[src/rtl/idp_ctrl.sv]
// idp_ctrl: fetch/execute controller driving the integer datapath.
// Define IDP_CTRL_INSTRET_EN to build the retired-instruction counter.
module idp_ctrl #(
    parameter int                PC_W   = 8,
    parameter logic [PC_W-1:0]   RST_PC = '0
) (
    input  logic            clk,
    input  logic            rst,
    input  logic            start,
    output logic            imem_req,
    output logic [PC_W-1:0] imem_addr,
    input  logic [15:0]     imem_rdata,
    input  logic            imem_valid,
    input  logic            N,
    input  logic            Z,
    input  logic            C,
    output logic            sel,
    output logic            en,
    output logic [2:0]      write_add,
    output logic [2:0]      fir_add,
    output logic [2:0]      sec_add,
    output logic [3:0]      opcode,
    output logic [15:0]     secin,
    output logic [2:0]      flags,
    output logic            halted,
    output logic [15:0]     instret
);

    typedef enum logic [1:0] {
        S_IDLE  = 2'd0,
        S_FETCH = 2'd1,
        S_EXEC  = 2'd2,
        S_HALT  = 2'd3
    } state_t;

    localparam logic [PC_W-1:0] PC_ONE = PC_W'(1);

    state_t          state;
    logic [PC_W-1:0] pc;
    logic [15:0]     ir;
    logic [1:0]      cls;
    logic            is_itype;
    logic            br_take;
    logic [PC_W-1:0] br_off;
    logic [PC_W-1:0] pc_inc;

    assign cls       = ir[15:14];
    assign is_itype  = (cls == 2'b01);
    assign imem_addr = pc;
    assign pc_inc    = pc + PC_ONE;

    // Datapath control fields decoded straight from the instruction register
    always_comb begin
        write_add = ir[9:7];
        opcode    = ir[13:10];
        sel       = is_itype;
        fir_add   = is_itype ? ir[9:7] : ir[6:4];
        sec_add   = is_itype ? 3'd0 : ir[3:1];
        secin     = is_itype ? {{9{ir[6]}}, ir[6:0]} : 16'd0;
    end

    // Branch offset sign-extended (or truncated) to the PC width
    always_comb begin
        br_off = '0;
        for (int i = 0; i < PC_W; i++) begin
            br_off[i] = ir[(i < 12) ? i : 11];
        end
    end

    // Branch condition evaluated on latched flags {N,Z,C}
    always_comb begin
        br_take = 1'b0;
        case (ir[13:12])
            2'b00:   br_take = 1'b1;
            2'b01:   br_take = flags[1];
            2'b10:   br_take = flags[2];
            default: br_take = flags[0];
        endcase
    end

    // Control FSM with registered handshake, write-enable and halt outputs
    always_ff @(posedge clk) begin
        if (!rst) begin
            state    <= S_IDLE;
            pc       <= RST_PC;
            ir       <= '0;
            flags    <= '0;
            imem_req <= 1'b0;
            en       <= 1'b0;
            halted   <= 1'b0;
        end else begin
            unique case (state)
                S_IDLE: begin
                    if (start) begin
                        state    <= S_FETCH;
                        imem_req <= 1'b1;
                    end
                end
                S_FETCH: begin
                    if (imem_valid) begin
                        ir       <= imem_rdata;
                        state    <= S_EXEC;
                        imem_req <= 1'b0;
                        en       <= ~imem_rdata[15];
                    end
                end
                S_EXEC: begin
                    en <= 1'b0;
                    if (cls == 2'b11 && ir[13]) begin
                        state  <= S_HALT;
                        halted <= 1'b1;
                    end else begin
                        state    <= S_FETCH;
                        imem_req <= 1'b1;
                        if (!cls[1]) begin
                            flags <= {N, Z, C};
                            pc    <= pc_inc;
                        end else if (cls == 2'b10 && br_take) begin
                            pc <= pc_inc + br_off;
                        end else begin
                            pc <= pc_inc;
                        end
                    end
                end
                S_HALT: begin
                    halted   <= 1'b1;
                    imem_req <= 1'b0;
                end
                default: state <= S_IDLE;
            endcase
        end
    end

`ifdef IDP_CTRL_INSTRET_EN
    // Retired-instruction counter, one count per execute cycle
    always_ff @(posedge clk) begin
        if (!rst) begin
            instret <= '0;
        end else if (state == S_EXEC) begin
            instret <= instret + 16'd1;
        end
    end
`else
    assign instret = 16'd0;
`endif

endmodule
[config.mk]
export PLATFORM = sky130hd
export DESIGN_NAME = idp_ctrl
export DESIGN_NICKNAME = d
export VERILOG_FILES = /design/src/rtl/idp_ctrl.sv
export SDC_FILE = /design/constraint.sdc
export NUM_CORES = 1
export LEC_CHECK = 0
export ABC_AREA = 1
export CORE_AREA = 2 2 72 74
export CTS_BUF_LIST = sky130_fd_sc_hd__clkbuf_8
export CTS_CLUSTER_DIAMETER = 100
export CTS_CLUSTER_SIZE = 40
export DETAILED_ROUTE_END_ITERATION = 12
export DIE_AREA = 0 0 74 76
export PLACE_DENSITY = 0.84
export SKIP_CTS_REPAIR_TIMING = 1
export SYNTH_ARGS = -nofsm -noshare
export SYNTH_HDL_FRONTEND = slang
export SYNTH_SLANG_ARGS = --single-unit
[constraint.sdc]
create_clock -name clk -period 2.7 [get_ports clk]
set_clock_uncertainty 0.15 [all_clocks]
set_input_delay 0.27 -clock clk [delete_from_list [all_inputs] [get_ports clk]]
set_output_delay 0.27 -clock clk [all_outputs]
set_load 0.1 [all_outputs]
==> metrics.yaml <==
outcome:
  status: "finished, final reports clean"
global_route:
  grt_pass1_vias: 1955
  grt_pass1_wl_mm: 8.81
  antenna_found_initial: 0
  grt-ovfl-total: 0
  grt_usage_pct: 19.9
  grt_max_degree: 23
layout:
  design_area_mm2: 0.00295
  nets: 395
  num_antenna_cells: 0
  areaGrowthSynthToFinish_pct: 37.6
  fill_cells: 447
  utilization_pct: 60.0
  regArea_um2: 647
  multiInputGateArea_mm2: 0.00113
  drive_gt1_share_pct: 20.9
synthesis:
  ys_warn_count: 0
  synthesis.area_mm2: 0.00214
  yosysTopAreaCell: "dfxtp_1"
  syn_inst: 303
  avgSynthCellArea_um2: 7.07
  synth.distinct_cells: 30
  seq_area_frac_synth_pct: 29.9
  synth_area_leaders: "dfxtp_1, buf_4, ha_1"
  synth_top_area_share_pct: 29.9
  ys_ff_latch: 32
timing:
  holdWs_ns: 0.317
  tns_ns: 0
  relSlewSlack_pct: 59.5
  rsz0062_at_grt: "no"
  max_slew.worst_pin.slew_ns: 0.607
  hold_viol: 0
  period_minus_slack_ns: 2.35
  clock.fmax_mhz: 425
  finalSetupViolCount: 0
  period_share_pct: 87.2
  finalMaxSlewViolations: 0
power:
  power_mw: 3.36
  p_leak_nw: 1.39
  cellPowerDensity_mw_per_mm2: 1140
  ir_drop_v: 0.000701
routing:
  drt_iter0_markers: 91
  met1_length_mm: 2.14
  final_antenna_net_count: 0
  route.vias.total: 2047
  drc: 0
  top_layer: "met4"
  wl_met2_mm: 2.87
  wl_met3_um: 268
  wl_mm: 5.41
  wl_per_cell_um: 12.6
  via_per_inst: 4.78
  drt_first_pass_iters: 4
clock_tree:
  clk_pin_slew_ns: 0.07
  clk_latency_ns: 0.28
  cts_tree: "done"
  htree_levels: 2
  clockBufferDepth: 2
  cts.sinks: 32
  cts-root-buf: "clkbuf_8"
  cts_buffers: 5
die:
  rows: 26
  core-area_mm2: 0.00491
  start_util_pct: 43.6
  die_w_um: 74
  pin_count: 83
  die_h_um: 76
  die-area_mm2: 0.00562
worst_hold_path:
  min_path_type: "flip-flop to flip-flop"
  worstHoldPathCells: 2
placement:
  place_congestion: 0.965
  dpl_cell_area_mm2: 0.00285
  place.port_buffers: 66
  hpwlAfterDp_mm: 4.28
critical_path:
  arrival_ns: 2.38
  worstPathCellList: "ha_1 > nand2_1 > inv_2 > nor2_1 > ha_1 > or2_1 > nand2_1 > nor2_1 > nor2_1 > inv_1 > nand2_1 > nand2_1 > nand2_1 > nand2_1 > nand2_1 > a21oi_2"
  cp_slowest_cell: "dfxtp_2"
  cp_common_cell: "nand2_1"
  crit_type: "flip-flop to flip-flop"
  worstPathRequired_ns: 2.72
  cpPeakStageDelay_ns: 0.34
  critPathLaunchType: "flip-flop"
  cp_max_fo: 4
  rr_worst_depth: 16
  end_kind: "flip-flop"
flow_run:
  max_cap_viol_count: 0
critical path, delay by kind of cell, from the launching register on:
kind	cells	cell delay, ns
flip-flops	1	0.34
AND/OR/NAND/NOR	11	1.07
buffers and inverters	2	0.11
adder cells (fa/ha/maj)	2	0.52
AO/OA/AOI/OAI	1	0.05
cells in the mapped netlist:
library cell  number
nand2_1           40
inv_1             37
buf_4             32
dfxtp_1           32
nor2_1            31
a21oi_1           27
o21ai_0           26
ha_1              14
nand3_1           11
clkbuf_1           6
o21ai_1            5
xnor2_1            5
inv_2              4
nand2_2            4
xor2_1             4
a211oi_1           3
nand4_1            3
o211ai_1           3
a31oi_1            2
nand3_2            2
nor2_4             2
or2_1              2
a21o_1             1
a21oi_2            1
a22oi_1            1
buf_2              1
clkinv_1           1
conb_1             1
fa_1               1
nor3_1             1
layout make-up:
class | instances | share of cell area, %
clock buffers | 6 | 2.80
inverters | 42 | 5.35
clock inverters | 2 | 0.382
multi-input cells | 205 | 38.5
flip-flops and latches | 32 | 22.0
well taps | 70 | 2.97
repair buffers | 71 | 28.0
flip-flops by register name, summed over array words and instances (netlist names):
register and flops:
en 1, flags 3, halted 1, imem_addr 8, imem_req 1, ir 16, state 2
per-stage QoR:
stage                     cells  setup slack [ns]
after global routing        428            0.0884
after detailed placement    420             0.377
after floorplan             318            -0.348
after CTS                   428             0.371
final                       428             0.347
after global placement      420             0.447
report_power, final:
group,switching (mW),internal (mW)
logic,1.65,0.553
clock network,0.186,0.203
registers,0.140,0.624
total,1.98,1.38
path summary, 6_finish.rpt:
| check | end | from | slack, ns |
|---|---|---|---|
| min | imem_req$_SDFFE_PN0P_ | imem_req$_SDFFE_PN0P_ | 0.32 |
| min reg2reg | imem_req$_SDFFE_PN0P_ | imem_req$_SDFFE_PN0P_ | 0.32 |
| max reg2reg | imem_addr[7]$_SDFFE_PN0P_ | imem_addr[0]$_SDFFE_PN0P_ | 0.35 |
| max | imem_addr[7]$_SDFFE_PN0P_ | imem_addr[0]$_SDFFE_PN0P_ | 0.35 |
layer usage:
metal	vias to the layer above	track usage [%]
li1	1037	-
met1	929	23.1
met2	67	34.7
met3	14	4.37
met4	0	7.45
met5	-	0
cell families (layout without fill, tap and decap cells):
logic type / Yosys count / count (layout) / synth area share, %
flip-flops: 32 / 32 / 29.9
buffers and inverters: 81 / 121 / 19.9
XOR/XNOR: 9 / 9 / 3.68
other: 1 / 16 / 0.175
adder cells (fa/ha/maj): 15 / 15 / 9.12
AND/OR/NAND/NOR: 96 / 96 / 19.9
AO/OA/AOI/OAI: 69 / 69 / 17.4
layout by cell type (no fill, tap or decap), types with 3 or more instances in the layout:
master           instances
nand3_1                 11
xnor2_1                  5
conb_1                  16
inv_2                    4
dfxtp_2                  5
a21oi_1                 27
nand4_1                  3
o211ai_1                 3
xor2_1                   4
a211oi_1                 3
nor2_1                  30
ha_1                    14
nand2_1                 40
clkbuf_8                 6
o21ai_1                  8
buf_4                   30
nand2_2                  4
o21ai_0                 23
buf_12                  19
inv_1                   38
dfxtp_1                 27
clkdlybuf4s50_1         22
Power figures use the tool's default switching activity.
